===== src/rtl/hazard_ctrl_pkg.sv =====
// Shared constants and types for the pipeline hazard controller.
//
// Contents:
//   MD_MULT_CYCLES / MD_DIV_CYCLES - cycles the multiply/divide unit stays busy
//   TUSE_NONE                      - tuse code meaning "operand not read"
//   md_state_t                     - multiply/divide tracker state encoding
package hazard_ctrl_pkg;

    localparam logic [3:0] MD_MULT_CYCLES = 4'd5;
    localparam logic [3:0] MD_DIV_CYCLES  = 4'd10;
    localparam logic [1:0] TUSE_NONE      = 2'd3;

    typedef enum logic {
        MD_IDLE = 1'b0,
        MD_BUSY = 1'b1
    } md_state_t;

endpackage


===== src/rtl/hazard_ctrl_md_busy_tracker.sv =====
// md_busy_tracker: tracks how long the multiply/divide unit is occupied.
// A start request in IDLE loads a down-counter with the operation latency;
// the unit reports busy for exactly that many cycles after the start cycle.
// Start requests arriving while busy are ignored.
//
// Ports:
//   clk      in   rising-edge clock
//   reset    in   synchronous active-high reset (abandons any operation)
//   md_start in   mult/div issuing this cycle
//   md_div   in   1 = divide, 0 = multiply
//   md_busy  out  unit busy (state BUSY)
module md_busy_tracker
    import hazard_ctrl_pkg::*;
(
    input  logic clk,
    input  logic reset,
    input  logic md_start,
    input  logic md_div,
    output logic md_busy
);

    md_state_t  state_reg, state_next;
    logic [3:0] md_cnt_reg, md_cnt_next;

    always_ff @(posedge clk) begin
        if (reset) begin
            state_reg  <= MD_IDLE;
            md_cnt_reg <= 4'd0;
        end else begin
            state_reg  <= state_next;
            md_cnt_reg <= md_cnt_next;
        end
    end

    always_comb begin
        state_next  = state_reg;
        md_cnt_next = md_cnt_reg;
        md_busy     = 1'b0;
        case (state_reg)
            MD_IDLE: begin
                if (md_start) begin
                    state_next  = MD_BUSY;
                    md_cnt_next = md_div ? MD_DIV_CYCLES : MD_MULT_CYCLES;
                end
            end
            MD_BUSY: begin
                md_busy = 1'b1;
                // Last busy cycle when the counter reaches 1; md_start is
                // deliberately not looked at here.
                if (md_cnt_reg == 4'd1) begin
                    state_next  = MD_IDLE;
                    md_cnt_next = 4'd0;
                end else begin
                    md_cnt_next = md_cnt_reg - 4'd1;
                end
            end
            default: begin
                state_next  = MD_IDLE;
                md_cnt_next = 4'd0;
            end
        endcase
    end

endmodule


===== src/rtl/hazard_ctrl.sv =====
// hazard_ctrl: stall generation for a 5-stage pipeline with a multi-cycle
// multiply/divide unit. Stall is purely combinational: a data hazard exists
// when a D-stage source is produced by E or M later than D needs it
// (tnew > tuse); an MD hazard exists when D touches HI/LO while the MD unit
// is busy or starting. A stall freezes PC and IF/ID and bubbles ID/EX.
//
// Optional feature: define HAZARD_STALL_CNT_EN to add the 32-bit stall_cnt
// output counting stalled cycles.
//
// Ports:
//   clk, reset                 clock, synchronous active-high reset
//   d_rs, d_rt                 D-stage source registers
//   d_tuse_rs, d_tuse_rt       cycles until operand is used (3 = unused)
//   d_md_use                   D instruction uses HI/LO
//   e_wr, m_wr                 destination registers in E / M
//   e_regwrite, m_regwrite     write enables in E / M
//   e_tnew, m_tnew             cycles until E / M result is ready
//   e_md_start, e_md_div       mult/div issue in E, 1 = div
//   f_en, d_en, e_clr          PC enable, IF/ID enable, ID/EX bubble
//   md_busy                    multiply/divide unit busy
//   stall_cnt                  cumulative stall cycles (HAZARD_STALL_CNT_EN)
module hazard_ctrl
    import hazard_ctrl_pkg::*;
(
    input  logic        clk,
    input  logic        reset,
    input  logic [4:0]  d_rs,
    input  logic [4:0]  d_rt,
    input  logic [1:0]  d_tuse_rs,
    input  logic [1:0]  d_tuse_rt,
    input  logic        d_md_use,
    input  logic [4:0]  e_wr,
    input  logic [4:0]  m_wr,
    input  logic        e_regwrite,
    input  logic        m_regwrite,
    input  logic [2:0]  e_tnew,
    input  logic [2:0]  m_tnew,
    input  logic        e_md_start,
    input  logic        e_md_div,
    output logic        f_en,
    output logic        d_en,
    output logic        e_clr,
    output logic        md_busy
`ifdef HAZARD_STALL_CNT_EN
    ,
    output logic [31:0] stall_cnt
`endif
);

    logic [1:0][4:0] src;
    logic [1:0][1:0] tuse;
    logic [1:0]      src_hazard;
    logic            data_stall;
    logic            md_stall;
    logic            stall;

    assign src[0]  = d_rs;
    assign src[1]  = d_rt;
    assign tuse[0] = d_tuse_rs;
    assign tuse[1] = d_tuse_rt;

    genvar gi;
    generate
        for (gi = 0; gi < 2; gi++) begin : g_src
            // Register 0 is never a real dependency; tuse = 3 means the
            // operand is not read (needed explicitly since tnew can exceed 3).
            assign src_hazard[gi] = (src[gi] != 5'd0) && (tuse[gi] != TUSE_NONE) &&
                ((e_regwrite && (e_wr == src[gi]) && (e_tnew > {1'b0, tuse[gi]})) ||
                 (m_regwrite && (m_wr == src[gi]) && (m_tnew > {1'b0, tuse[gi]})));
        end
    endgenerate

    md_busy_tracker u_md_busy_tracker (
        .clk      (clk),
        .reset    (reset),
        .md_start (e_md_start),
        .md_div   (e_md_div),
        .md_busy  (md_busy)
    );

    assign data_stall = |src_hazard;
    assign md_stall   = d_md_use && (md_busy || e_md_start);
    assign stall      = data_stall || md_stall;

    // While reset is high the pipeline is allowed to flow regardless of inputs.
    assign f_en  = reset || !stall;
    assign d_en  = reset || !stall;
    assign e_clr = !reset && stall;

`ifdef HAZARD_STALL_CNT_EN
    logic [31:0] stall_cnt_reg;

    always_ff @(posedge clk) begin
        if (reset) begin
            stall_cnt_reg <= 32'd0;
        end else if (stall) begin
            stall_cnt_reg <= stall_cnt_reg + 32'd1;
        end
    end

    assign stall_cnt = stall_cnt_reg;
`endif

endmodule


===== config.mk =====
export PLATFORM = sky130hd
export DESIGN_NAME = hazard_ctrl
export DESIGN_NICKNAME = d
export VERILOG_FILES = /design/src/rtl/hazard_ctrl_pkg.sv /design/src/rtl/hazard_ctrl_md_busy_tracker.sv /design/src/rtl/hazard_ctrl.sv
export SDC_FILE = /design/constraint.sdc
export NUM_CORES = 1
export LEC_CHECK = 0
export ABC_AREA = 1
export CAP_MARGIN = 10
export CORE_MARGIN = 5
export CORE_UTILIZATION = 42
export DETAILED_ROUTE_END_ITERATION = 16
export PLACE_DENSITY_LB_ADDON = 0.08
export SETUP_SLACK_MARGIN = 0.15
export SYNTH_ARGS = -nofsm -noshare
export SYNTH_HDL_FRONTEND = slang
export SYNTH_SLANG_ARGS = --single-unit

===== constraint.sdc =====
create_clock -name clk -period 2.3 [get_ports clk]
set_input_delay 0.575 -clock clk [delete_from_list [all_inputs] [get_ports clk]]
set_output_delay 0.575 -clock clk [all_outputs]
set_load 0.005 [all_outputs]

Yosys cells after proc, flatten, opt, wreduce, memory -nomap -nowiden
Cells that the tools add are included.
Widths: inputs -> output; s select.
{"block": "totals", "ff_bits": 5, "output_inout_bits": 4, "inputBits": 37}
{"block": "op_classes", "reduce_logical": 24, "n_eq_ne": 8, "magnitude_cmp": 4, "n_bitwise": 1, "add_sub_neg": 1, "mux": 8}
{"cell": "$eq 5x5->1", "n": 4}
{"cell": "$logic_and 1x1->1", "n": 14}
{"cell": "$gt 3x2->1", "n": 4}
{"cell": "$mux 4", "n": 3}
{"cell": "$reduce_bool 5->1", "n": 2}
{"cell": "$pmux 4 s2", "n": 1}
{"cell": "$ne 2x2->1 const B", "n": 3}
{"cell": "$logic_or 1x1->1", "n": 5}
{"cell": "$eq 4x1->1 const B", "n": 1}
{"cell": "$sub 4x1->4 const B", "n": 1}
{"cell": "$mux 1", "n": 3}
{"cell": "$logic_not 1->1", "n": 2}
{"cell": "$pmux 1 s2", "n": 1}
{"cell": "$reduce_or 2->1", "n": 1}
{"cell": "$not 1->1", "n": 1}

Longest topological paths before layout
{"block": "depth", "word_depth": 9, "depth_mapped": 13, "ltp_nobuf": 13}

By module
A second synthesis with hierarchy kept.
{"block": "hier_totals", "cells_unflattened": 193, "area_unflattened_um2": 977.2}
{"module": "hazard_ctrl", "area_per_inst_um2": 675.6, "cells_per_inst": 146, "seq_area_each_um2": 0.0, "n_inst": 1}
{"module": "md_busy_tracker", "area_per_inst_um2": 301.5, "cells_per_inst": 47, "seq_area_each_um2": 100.1, "n_inst": 1}

Least setup slack after synthesis
No wires, ideal clock.
{"block": "synth_timing", "path_type": "input port to output port", "from": "input d_tuse_rs[1]", "to": "output f_en", "t_arrival_ns": 1.554, "required_time_ns": 1.725, "path_buffers": 1, "path_stages": 12, "setup_slack_ns": 0.171, "path_cell_list": "inv_1 -> ha_1 -> inv_1 -> o21bai_1 -> nand2_1 -> nand2_1 -> nand3_1 -> nand2_1 -> nand2_1 -> nand3_2 -> nand2_2 -> buf_4"}
{"block": "synth_between", "elab_chain_len": 8, "word_cells_on_any_way": 12}
{"item": "start, declared", "line_no": "hazard_ctrl.sv:29", "source": "input logic [1:0] d_tuse_rs,"}
{"item": "$gt 3x2->1, on equally long branches", "line_no": "hazard_ctrl.sv:68, hazard_ctrl.sv:69"}
{"item": "$logic_and 1x1->1, on equally long branches", "line_no": "hazard_ctrl.sv:68, hazard_ctrl.sv:69"}
{"item": "$logic_or 1x1->1", "line_no": "hazard_ctrl.sv:68", "source": "((e_regwrite && (e_wr == src[gi]) && (e_tnew > {1'b0, tuse[gi]})) ||"}
{"item": "$logic_and 1x1->1 *", "line_no": "hazard_ctrl.sv:67", "source": "assign src_hazard[gi] = (src[gi] != 5'd0) && (tuse[gi] != TUSE_NONE) &&"}
{"item": "$reduce_or 2->1 *", "line_no": "hazard_ctrl.sv:81", "source": "assign data_stall = |src_hazard;"}
{"item": "$logic_or 1x1->1 *", "line_no": "hazard_ctrl.sv:83", "source": "assign stall = data_stall || md_stall;"}
{"item": "$logic_not 1->1 *"}
{"item": "$logic_or 1x1->1 *"}
{"item": "end, declared", "line_no": "hazard_ctrl.sv:40", "source": "output logic f_en,"}
Every way passes the cells marked *; elsewhere a longest branch is shown, timed or not.

Worst setup path after layout
{"block": "layout_timing", "from": "input d_tuse_rs[1]", "to": "output e_clr"}
{"block": "layout_between", "elab_chain_len": 7, "word_cells_on_any_way": 11}
{"item": "$gt 3x2->1, on equally long branches", "line_no": "hazard_ctrl.sv:68, hazard_ctrl.sv:69"}
{"item": "$logic_and 1x1->1, on equally long branches", "line_no": "hazard_ctrl.sv:68, hazard_ctrl.sv:69"}
{"item": "$logic_or 1x1->1", "line_no": "hazard_ctrl.sv:68"}
{"item": "$logic_and 1x1->1 *", "line_no": "hazard_ctrl.sv:67"}
{"item": "$reduce_or 2->1 *", "line_no": "hazard_ctrl.sv:81"}
{"item": "$logic_or 1x1->1 *", "line_no": "hazard_ctrl.sv:83"}
{"item": "$logic_and 1x1->1 *", "line_no": "hazard_ctrl.sv:88", "source": "assign e_clr = !reset && stall;"}
{"item": "end, declared", "line_no": "hazard_ctrl.sv:42", "source": "output logic e_clr,"}
Marks and branches as above.

==> impl_metrics.json <==
{
  "synth_fp_nets": 230,
  "worst_hold_slack_ns": 0.461,
  "initial_antenna_violation_count": 0,
  "ys_warn_count": 0,
  "fin_setup_tns_ns": 0,
  "cts.path.max_buffers": 2,
  "drt_drc_violations_left": 0,
  "share_of_final_layout_standard_cells_stronger_than_drive_strength_1": 0.299,
  "grt.total_usage": 0.183,
  "yosys_register_bits": 5,
  "design.core.area_um2": 2190,
  "design_power_total_mw": 0.479,
  "total_die_area_um2": 3310,
  "clock_power_share": 0.220,
  "max_slew_margin": 0.819,
  "layout.cells.most_common_list": "nand2_1 (70), inv_1 (23), inv_2 (16), dlygate4sd2_1 (16), nor2_1 (12)",
  "globalRoute.totalOverflow": 0,
  "worstPathRequired_ns": 1.73,
  "chipWidth_um": 57.5,
  "place.detailed.hpwl_mm": 2.22,
  "mappedNetlistArea_um2": 948,
  "power_switching_share": 0.386,
  "layoutNonFillerInstCount": 262,
  "cp_max_fo": 3,
  "regArea_um2": 100,
  "start_kind": "primary input",
  "fillCellCount": 190,
  "slew_viol_final": 0,
  "setup_violations": 0,
  "commonest_non_fill_non_tap_cell_in_the_layout": "nand2_1",
  "drt_iter0_drc": 29,
  "post_synth.cell_area_avg_um2": 5.18,
  "final.setup_skew_ns": 0.00358,
  "clkLatencyLatePin_ns": 0.25,
  "placed_cells": 256,
  "drt_first_pass_iters": 4,
  "syn_to_final_growth_pct": 66.5,
  "htree_num_levels": 1,
  "gpl.final_weighted_congestion": 0.829,
  "tritoncts_clock_tree": "yes",
  "rows": 17,
  "cellLeakagePower_nw": 0.855,
  "status": "finished clean",
  "via_per_inst": 4.77,
  "cts.root.buffer_cell": "clkbuf_4",
  "tritoncts.num_buffers": 3,
  "multiInputGateArea_um2": 822,
  "layout_worst_path_cycle_share": 0.987,
  "floorplan.initialDensity": 0.433,
  "highest_layer": "met4",
  "antenna_left": 0,
  "floorplan.io_pins": 41,
  "clk_pin_slew_ns": 0.05,
  "reg2reg_setup_slack_ns": 1.04,
  "combinational_share_of_power": 0.561,
  "insertedDiodeCount": 0,
  "netSwitchingPower_mw": 0.185,
  "met3WireLength_um": 172,
  "achievable-frequency_mhz": 440,
  "max_cap_violations": 0,
  "pwr_density_cell_nw_per_um2": 303,
  "intPower_mw": 0.294,
  "seq_power_share": 0.218,
  "clkSinkCount": 5,
  "synth.distinct_cells": 24,
  "endpoint_kind": "output port",
  "grt_pass1_wl_mm": 4.89,
  "final_critical_path_time_including_i_o_delays_and_setup_ns": 2.27,
  "via_count_of_the_first_global_routing_pass": 1198,
  "vias": 1251,
  "final-hold-violation-count": 0,
  "routedWlPerCell_um": 11.2,
  "vdd_drop_max_v": 0.000271,
  "critPathArrivalTime_ns": 1.70,
  "criticalPathCategory": "primary input to output port",
  "wirelength_mm": 2.93,
  "buffer_ports.inserted": 40,
  "dieHeight_um": 57.5,
  "yosysSeqAreaShare": 0.106,
  "nNetsFinal": 282,
  "path_category_of_the_worst_min_delay_check": "flip-flop to flip-flop",
  "grt_start_max_net_pins": 8,
  "largest_reg_flops": 4,
  "utilization": 0.721,
  "rsz0062_at_grt": "yes",
  "wirelength_met1_mm": 1.22,
  "netlist_instances": 183,
  "worst_pin_slew_ns": 0.272,
  "wl_met2_mm": 1.47
}
==> repair_timing <==
action	CTS	global route
pin swaps	27	21
resized for setup	102	24
setup buffers	1	1
endpoints found under the setup margin	3	3
hold buffers	0	0
==> power by group through the flow <==
stage / Clock (mW) / Sequential, mW / Combinational [mW]
after detailed placement: 0 / 0.106 / 0.239
after CTS: 0.111 / 0.104 / 0.252
final: 0.106 / 0.105 / 0.269
after global placement: 0 / 0.105 / 0.234
after floorplan: 0 / 0.104 / 0.122
after global routing: 0.118 / 0.106 / 0.300
==> metal layers <==
| metal | vias up | track usage |
|---|---|---|
| li1 | 654 | - |
| met3 | 8 | 0.0430 |
| met5 | - | 0 |
| met1 | 549 | 0.206 |
| met4 | 0 | 0.0695 |
| met2 | 40 | 0.329 |
==> metrics by stage <==
stage               area [um^2]  worst slack [ns]
floorplan                   948             0.171
global route               1580            -0.123
global placement           1420            -0.795
finish                     1580            0.0290
detailed placement         1420            -0.828
CTS                        1540            0.0468
==> cells in the mapped netlist <==
cell type | n | share of area
nand3_1 | 8 | 0.042
a21oi_1 | 4 | 0.021
nor2_2 | 2 | 0.013
o21ai_1 | 3 | 0.016
a21boi_1 | 1 | 0.0079
inv_1 | 34 | 0.13
xnor2_1 | 2 | 0.018
clkinv_1 | 1 | 0.0040
xor2_1 | 1 | 0.0092
o21ai_0 | 2 | 0.011
nor3b_1 | 1 | 0.0079
a221oi_2 | 1 | 0.016
a221oi_1 | 1 | 0.0092
nand2_1 | 75 | 0.30
nor2_1 | 15 | 0.059
nand4_1 | 3 | 0.020
ha_1 | 10 | 0.13
nand2_2 | 2 | 0.013
nand3_2 | 1 | 0.011
inv_2 | 8 | 0.032
o21bai_1 | 1 | 0.0079
buf_4 | 1 | 0.0079
nor3_1 | 1 | 0.0053
dfxtp_1 | 5 | 0.11
==> worst max-delay path: stages <==
cell	delay, ns
buf_8	0.08
inv_6	0.03
ha_4	0.26
inv_2	0.03
o21bai_1	0.12
nand2_1	0.07
nand2_1	0.08
nand3_1	0.06
nand2_1	0.06
nand2_1	0.06
nand3_2	0.09
nand2_4	0.06
inv_2	0.05
buf_6	0.08
==> worst paths after layout <==
path | startpoint | end | depth (start not counted)
worst max-delay path | d_tuse_rs[1] | e_clr | 14
worst max register to register | u_md_busy_tracker.md_cnt_reg[1] | u_md_busy_tracker.md_cnt_reg[0] | 6
worst min register to register | u_md_busy_tracker.md_cnt_reg[1] | u_md_busy_tracker.md_cnt_reg[1] | 2
worst min-delay path | u_md_busy_tracker.md_cnt_reg[1] | u_md_busy_tracker.md_cnt_reg[1] | 2
==> layout make-up <==
type                    count  area share
multi-input cells         134       0.521
repair buffers             48       0.267
inverters                  43       0.110
flip-flops and latches      5      0.0634
well taps                  28      0.0222
clock buffers               4      0.0166
==> cell families (layout without fill, tap and decap cells) <==
| logic type | Yosys count | count (layout) | share of synthesized area |
|---|---|---|---|
| compound gates | 13 | 13 | 0.0884 |
| xor+xnor | 3 | 3 | 0.0277 |
| fa+ha+maj | 10 | 10 | 0.132 |
| buf+inv | 44 | 95 | 0.178 |
| flops | 5 | 5 | 0.106 |
| simple gates | 108 | 108 | 0.468 |
Note: power is estimated with default switching activity, not from simulation.
